`src/rtl/redmule_z_store_stage.sv`:
```
// RedMulE Z store stage: queues Z rows in a small FIFO and writes each one to memory
// at base + k*stride through a req/gnt handshake, one job of rows_i rows per start.
module redmule_z_store_stage #(
  parameter int unsigned DW    = 288,
  parameter int unsigned DEPTH = 2,
  parameter int unsigned AW    = 32
) (
  input  logic            clk_i,
  input  logic            rst_ni,
  input  logic            clear_i,
  input  logic            start_i,
  input  logic [AW-1:0]   base_addr_i,
  input  logic [AW-1:0]   stride_i,
  input  logic [15:0]     rows_i,
  input  logic [DW-1:0]   z_data_i,
  input  logic [DW/8-1:0] z_strb_i,
  input  logic            z_valid_i,
  output logic            z_ready_o,
  output logic            mem_req_o,
  input  logic            mem_gnt_i,
  output logic [AW-1:0]   mem_addr_o,
  output logic [DW-1:0]   mem_wdata_o,
  output logic [DW/8-1:0] mem_be_o,
  output logic            busy_o,
  output logic            done_o
);

  localparam int unsigned SW = DW / 8;
  localparam int unsigned PW = $clog2(DEPTH);
  localparam int unsigned EW = DW + SW;
  localparam logic [PW:0]   DEPTH_C = (PW+1)'(DEPTH);
  localparam logic [PW:0]   CNT_ONE = (PW+1)'(1);
  localparam logic [PW-1:0] PTR_ONE = PW'(1);

  typedef enum logic [1:0] {
    IDLE = 2'd0,
    RUN  = 2'd1,
    DONE = 2'd2
  } state_e;

  state_e        state_q, state_d;
  logic [AW-1:0] addr_q, addr_d;
  logic [AW-1:0] stride_q, stride_d;
  logic [15:0]   rows_q, rows_d;
  logic [15:0]   acc_cnt_q, acc_cnt_d;
  logic [15:0]   iss_cnt_q, iss_cnt_d;
  logic [EW-1:0] fifo_q [DEPTH];
  logic [EW-1:0] fifo_d [DEPTH];
  logic [PW-1:0] wr_ptr_q, wr_ptr_d;
  logic [PW-1:0] rd_ptr_q, rd_ptr_d;
  logic [PW:0]   cnt_q, cnt_d;

  logic full_s, empty_s, push_s, pop_s;

  assign full_s  = (cnt_q == DEPTH_C);
  assign empty_s = (cnt_q == {(PW+1){1'b0}});

  // Handshake outputs depend only on registered state, never on z_valid_i or mem_gnt_i.
  assign z_ready_o = (state_q == RUN) && !full_s && (acc_cnt_q < rows_q);
  assign mem_req_o = (state_q == RUN) && !empty_s;
  assign push_s    = z_valid_i && z_ready_o;
  assign pop_s     = mem_req_o && mem_gnt_i;

  assign {mem_wdata_o, mem_be_o} = fifo_q[rd_ptr_q];
  assign mem_addr_o = addr_q;
  assign busy_o     = (state_q == RUN);
  assign done_o     = (state_q == DONE);

  // Next-state logic for the FSM, FIFO and job counters.
  always_comb begin
    state_d   = state_q;
    addr_d    = addr_q;
    stride_d  = stride_q;
    rows_d    = rows_q;
    acc_cnt_d = acc_cnt_q;
    iss_cnt_d = iss_cnt_q;
    wr_ptr_d  = wr_ptr_q;
    rd_ptr_d  = rd_ptr_q;
    cnt_d     = cnt_q;
    for (int unsigned i = 0; i < DEPTH; i++) begin
      fifo_d[i] = (push_s && (wr_ptr_q == PW'(i))) ? {z_data_i, z_strb_i} : fifo_q[i];
    end

    if (clear_i) begin
      state_d   = IDLE;
      addr_d    = {AW{1'b0}};
      acc_cnt_d = 16'd0;
      iss_cnt_d = 16'd0;
      wr_ptr_d  = {PW{1'b0}};
      rd_ptr_d  = {PW{1'b0}};
      cnt_d     = {(PW+1){1'b0}};
    end else begin
      wr_ptr_d  = push_s ? (wr_ptr_q + PTR_ONE) : wr_ptr_q;
      acc_cnt_d = push_s ? (acc_cnt_q + 16'd1) : acc_cnt_q;
      rd_ptr_d  = pop_s ? (rd_ptr_q + PTR_ONE) : rd_ptr_q;
      iss_cnt_d = pop_s ? (iss_cnt_q + 16'd1) : iss_cnt_q;
      addr_d    = pop_s ? (addr_q + stride_q) : addr_q;

      case ({push_s, pop_s})
        2'b10:   cnt_d = cnt_q + CNT_ONE;
        2'b01:   cnt_d = cnt_q - CNT_ONE;
        default: cnt_d = cnt_q;
      endcase

      case (state_q)
        IDLE: begin
          if (start_i) begin
            addr_d    = base_addr_i;
            stride_d  = stride_i;
            rows_d    = rows_i;
            acc_cnt_d = 16'd0;
            iss_cnt_d = 16'd0;
            state_d   = (rows_i != 16'd0) ? RUN : DONE;
          end else begin
            state_d = IDLE;
          end
        end
        RUN: begin
          // Every row is pushed before its grant, so the FIFO drains on the last grant.
          if (pop_s && (iss_cnt_q == (rows_q - 16'd1))) begin
            state_d = DONE;
          end else begin
            state_d = RUN;
          end
        end
        DONE:    state_d = IDLE;
        default: state_d = IDLE;
      endcase
    end
  end

  // State registers with asynchronous active-low reset.
  always_ff @(posedge clk_i or negedge rst_ni) begin
    if (!rst_ni) begin
      state_q   <= IDLE;
      addr_q    <= {AW{1'b0}};
      stride_q  <= {AW{1'b0}};
      rows_q    <= 16'd0;
      acc_cnt_q <= 16'd0;
      iss_cnt_q <= 16'd0;
      wr_ptr_q  <= {PW{1'b0}};
      rd_ptr_q  <= {PW{1'b0}};
      cnt_q     <= {(PW+1){1'b0}};
      for (int unsigned i = 0; i < DEPTH; i++) begin
        fifo_q[i] <= {EW{1'b0}};
      end
    end else begin
      state_q   <= state_d;
      addr_q    <= addr_d;
      stride_q  <= stride_d;
      rows_q    <= rows_d;
      acc_cnt_q <= acc_cnt_d;
      iss_cnt_q <= iss_cnt_d;
      wr_ptr_q  <= wr_ptr_d;
      rd_ptr_q  <= rd_ptr_d;
      cnt_q     <= cnt_d;
      for (int unsigned i = 0; i < DEPTH; i++) begin
        fifo_q[i] <= fifo_d[i];
      end
    end
  end

endmodule

```
`config.mk`:
```
export PLATFORM = sky130hd
export DESIGN_NAME = redmule_z_store_stage
export DESIGN_NICKNAME = d
export VERILOG_FILES = /design/src/rtl/redmule_z_store_stage.sv
export SDC_FILE = /design/constraint.sdc
export NUM_CORES = 1
export LEC_CHECK = 0
export CORE_AREA = 5 5 295 297
export DETAILED_ROUTE_END_ITERATION = 6
export DIE_AREA = 0 0 300 302
export GPL_ROUTABILITY_DRIVEN = 0
export PLACE_DENSITY_LB_ADDON = 0.1
export SLEW_MARGIN = 20
export SYNTH_ARGS = -nofsm -noshare
export SYNTH_HDL_FRONTEND = slang
export SYNTH_SLANG_ARGS = --single-unit
```
`constraint.sdc`:
```
create_clock -name clk_i -period 5.8 [get_ports clk_i]
set_input_delay 0.87 -clock clk_i [delete_from_list [all_inputs] [get_ports clk_i]]
set_output_delay 0.87 -clock clk_i [all_outputs]
set_load 0.01 [all_outputs]
```
* After elaboration in Yosys (flattened, before gate mapping) *
Cells that the tools add are included.

storage, ports and cells
  register bits = 766
  bits of input ports = 410
  output and inout bits = 360
  logic and storage cells = 73

operators by class
  add/sub/neg operators = 8
  order comparisons = 2
  equality and inequality tests = 6
  muxes and demuxes = 26
  bitwise gates (word level) = 3
  reductions and logical operators = 17

operators by type and width
  operator               number
  $mux 324               3
  $mux 16                8
  $mux 32                4
  $add 16x1->16 const B  2
  $add 32x32->32         1
  $eq 16x16->1           1
  $lt 16x16->1           1
  $reduce_bool 16->1     1
  $sub 16x1->16 const B  1
  $mux 2                 5
  $logic_and 1x1->1      8
  $pmux 2 s2             2
  $eq 2x2->1 const B     3
  $eq 2x1->1 const B     2
  $logic_not 2->1        2
  $mux 1                 4
  $reduce_bool 2->1      2
  $reduce_and 3->1       1
  $reduce_bool 3->1      1
  $add 1x1->1 const B    2
  $add 2x1->2 const B    1
  $ge 2x2->1 const B     1
  $logic_not 1->1        2
  $not 1->1              2
  2 further kinds        2

* Logic depth before layout (Yosys ltp) *
  depth in word-level cells = 9
  depth in mapped cells = 13
  mapped depth without buffers = 10

* Worst setup path before layout *
No wires, ideal clock.

  kind = reg2reg
  start point = reg rows_q[13]
  end point = reg fifo_q[398] (netlist name)
  library setup time = 125 ps
  arrival time = 2593 ps
  slack = 3082 ps
  stages on the path, launching flop included = 13
  period minus slack after synthesis = 2718 ps
  cells stage by stage = dfrtp_1 > inv_1 > ha_1 > a21o_1 > a21o_1 > a2111oi_2 > o41a_2 > and3_4 > nand2b_1 > buf_4 > buf_6 > buf_6 > mux2_4

between the ends
  cells in the longest elaborated chain, start to end = 4

RTL lines
  item                           line  RTL
  start, declared                44    logic [15:0] rows_q, rows_d;
  start signal, assigned         151   rows_q <= rows_d;
  $lt 16x16->1                   59    assign z_ready_o = (state_q == RUN) && !full_s && (acc_cnt_q < rows_q);
  $logic_and 1x1->1              59
  $logic_and 1x1->1              61    assign push_s = z_valid_i && z_ready_o;
  $logic_and 1x1->1              81    fifo_d[i] = (push_s && (wr_ptr_q == PW'(i))) ? {z_data_i, z_strb_i} : fifo_q[i];
  end signal, assigned by index  145   fifo_q[i] <= {EW{1'b0}};
  end signal, assigned by index  158   fifo_q[i] <= fifo_d[i];
  end, declared                  47    logic [EW-1:0] fifo_q [DEPTH];

Every way passes these cells.
A chain may end at the register's enable or synchronous reset.

* Worst setup path in the final report *
  start point = reg rd_ptr_q
  end point = out mem_wdata_o[220]

between the ends
  cells in the longest elaborated chain, start to end = 4

RTL lines
  item                                          line  RTL
  start, declared                               50    logic [PW-1:0] rd_ptr_q, rd_ptr_d;
  start signal, assigned                        142   rd_ptr_q <= {PW{1'b0}};
  start signal, assigned                        155   rd_ptr_q <= rd_ptr_d;
  $not 1->2 (implied by the code)               64    assign {mem_wdata_o, mem_be_o} = fifo_q[rd_ptr_q];
  $mux 324 (implied by the code) (3 in series)  64
  end, declared                                 22    output logic [DW-1:0] mem_wdata_o,

Every way passes these cells. The select of a mux whose other input is x is not followed.

==> results.py <==
metrics = {
    "run_status": {
        "run_status": "finished clean",
    },
    "pwr": {
        "power.density_nw_per_um2": 405,
        "p_sw_mw": 5.48,
        "p_sw_share_pct": 28.4,
        "ir_drop_mv": 0.236,
        "internal_power_mw": 13.8,
        "seqPwrFrac_pct": 40.3,
        "pwr-share-comb_pct": 31.7,
        "p_clk_share_pct": 28.1,
        "leakage_nw": 21.2,
    },
    "critical_path": {
        "r2r-end": "fifo_q[374]$_DFFE_PN0P_",
        "rr_worst_depth": 8,
        "rrSetupSlack_ns": 2.10,
        "cp_max_fo": 114,
        "cp-end-kind": "output pin",
        "r2r_start": "rows_q[9]$_DFFE_PN0P_",
        "arrival_ns": 3.11,
        "worstSetupStartpointType": "flop",
        "cp.required_ns": 4.93,
        "critPathKind": "flop to output pin",
    },
    "global_routing": {
        "antenna_found_initial": 43,
        "grt_usage_pct": 22.5,
        "grt_max_degree": 160,
        "grt_pass1_wl_mm": 159,
        "grt-ovfl-total": 0,
        "grt_pass1_vias": 26000,
    },
    "timing": {
        "max_freq_mhz": 251,
        "hold_violations": 0,
        "rsz0062_at_grt": "no",
        "layout_worst_path_cycle_share_pct": 68.7,
        "fin_setup_tns_ns": 0,
        "setup_violations": 0,
        "period_minus_slack_ns": 3.98,
        "maxSlewViolCount": 0,
        "worst_pin_slew_ns": 1.01,
        "finalClockSkew_ns": 0.0293,
        "hold_slack_ns": 0.302,
        "max_slew_margin_pct": 32.5,
    },
    "cells_and_area": {
        "final_util_pct": 56.6,
        "drive_gt1_share_pct": 27.2,
        "nNetsFinal": 3772,
        "layout.cells.most_common": "clkdlybuf4s50_1",
        "fillers": 6811,
        "final_cell_count_no_fill": 4490,
        "layout_common_cells": "clkdlybuf4s50_1 (768), dfrtp_1 (765), mux2_2 (540)",
        "area_growth_pct": 31.7,
        "final_area_um2": 47700,
    },
    "clocking": {
        "cts_resized": 0,
        "clk_latency_ns": 0.63,
        "cts_root_buffer": "clkbuf_16",
        "path_clk_slew_ns": 0.06,
        "tritoncts": "yes",
        "post_cts_buffers": 0,
        "cts_made_buffers": 86,
        "h-tree-depth": 3,
        "clkSinkCount": 766,
        "cts_hold_buffers": 0,
        "cts_max_path_buffers": 3,
    },
    "floorplanning": {
        "die_w_um": 300,
        "fp.dieArea_um2": 90600,
        "fp.dieH_um": 302,
        "core_area_um2": 84300,
        "start_util_pct": 43.0,
        "rows": 107,
        "ios": 770,
    },
    "detailed_routing": {
        "via_count": 23900,
        "drc": 0,
        "firstDrtPassIters": 5,
        "wl_per_cell_um": 23.6,
        "drt_iter0_markers": 1208,
        "ant_nets": 0,
        "wl_mm": 106,
        "vias_per_cell": 5.33,
    },
    "job": {
        "max_cap_violations": 0,
    },
    "place": {
        "dp.cells": 4314,
        "port-buffer-count": 769,
        "dp_hpwl_mm": 75.9,
        "place_area_um2": 44800,
    },
    "yosys": {
        "avgSynthCellArea_um2": 14.1,
        "syn_nets": 3030,
        "ys_warn_count": 0,
        "synth_seq_cells": 766,
        "yosysUniqueCellTypes": 67,
        "syn_inst": 2570,
        "synth_edf_count": 0,
        "yosysSeqAreaShare_pct": 52.9,
        "synth_ff_type": "dfrtp_1",
        "syn_area_um2": 36200,
        "async_flop_share_pct": 100,
    },
    "min_path": {
        "hold_path_class": "input port to asynchronous set/reset pin",
    },
}
[layout make-up]
type,instances,area [um2],area share (%)
Antenna cell,23,57.6,0.121
Timing Repair Buffer,797,8040,16.8
Tap cell,1090,1360,2.86
Multi-Input combinational cell,1628,16100,33.8
Sequential cell,766,19200,40.2
Clock inverter,24,287,0.600
Clock buffer,129,2540,5.33
Inverter,33,124,0.260
[per-stage QoR]
stage                     setup slack [ns]  power (mW)
after floorplan                       3.08        11.0
after global placement                2.10        13.8
after detailed placement              2.05        14.0
after CTS                             1.72        19.6
after global routing                  1.64        20.3
final                                 1.82        19.3
[registers in the layout, indices dropped and copies added, names as in the netlist]
name / flops
rd_ptr_q: 1
wr_ptr_q: 1
rows_q: 16
iss_cnt_q: 16
mem_addr_o: 32
cnt_q: 2
state_q: 2
fifo_q: 648
acc_cnt_q: 16
stride_q: 32
[worst max-delay path, cell delays in order (launching register included)]
cell and delay, ns:
dfrtp_4 0.77, buf_12 0.53, mux2_2 0.46, clkdlybuf4s50_1 0.54
[power by group through the flow]
stage / Sequential [mW] / Clock (mW) / Combinational (mW)
floorplan: 7.57 / 0 / 3.40
finish: 7.78 / 5.43 / 6.11
detailed placement: 7.86 / 0 / 6.16
CTS: 7.78 / 5.59 / 6.21
global route: 7.96 / 5.81 / 6.56
global placement: 7.73 / 0 / 6.04
[cells by family after synthesis]
| kind of cell | Yosys count | synth area share [%] |
|---|---|---|
| compound gates | 225 | 3.88 |
| xor+xnor | 67 | 1.62 |
| fa+ha+maj | 50 | 1.75 |
| buf+inv | 176 | 2.64 |
| flops | 766 | 52.9 |
| mux | 1007 | 33.4 |
| simple gates | 279 | 3.84 |
[cell usage after synthesis, types with 6 or more instances]
master,instances,share of area (%)
mux2_1,264,8.2
nor2b_1,7,0.12
xor2_1,26,0.63
dfrtp_1,766,53
nor4_1,8,0.14
and2_1,6,0.10
nand2b_1,7,0.12
and3_1,14,0.24
or3_1,21,0.36
buf_4,12,0.25
mux2_2,540,17
a311oi_1,12,0.29
o22ai_1,8,0.14
clkbuf_1,67,0.69
buf_6,28,0.87
o21ai_0,64,0.88
mux2_4,200,8.3
nand4_1,18,0.31
nand2_1,86,0.89
ha_1,49,1.7
nor2_1,66,0.68
nand3_1,23,0.32
inv_1,33,0.34
xnor2_1,41,0.99
buf_2,32,0.44
a211oi_1,10,0.21
a21o_1,18,0.37
a21oi_1,66,0.91
[how the worst max path moves through the flow]
stage,startpoint,to,slack [ns],depth (start not counted)
2_1_floorplan,rows_q[13]$_DFFE_PN0P_,fifo_q[398]$_DFFE_PN0P_,3.08,12
3_3_place_gp,rows_q[13]$_DFFE_PN0P_,fifo_q[140]$_DFFE_PN0P_,2.10,10
3_5_place_dp,mem_gnt_i,state_q[0]$_DFF_PN0_,2.05,7
4_1_cts,rd_ptr_q$_DFFE_PN0P_,mem_wdata_o[185],1.72,3
5_1_grt,rows_q[13]$_DFFE_PN0P_,z_ready_o,1.64,8
6_report,rd_ptr_q$_DFFE_PN0P_,mem_wdata_o[220],1.82,3
[per-layer routing]
metal | share of wire [%] | vias up | global-route usage (%) | wire, um
met5 | 0.22 | - | 0 | 232
met4 | 3.8 | 36 | 9.16 | 4030
met3 | 8.0 | 191 | 7.64 | 8450
met2 | 49 | 672 | 38.1 | 52100
met1 | 39 | 12200 | 26.3 | 41000
li1 | - | 10800 | - | -
Note: power is estimated with default switching activity, not from simulation.
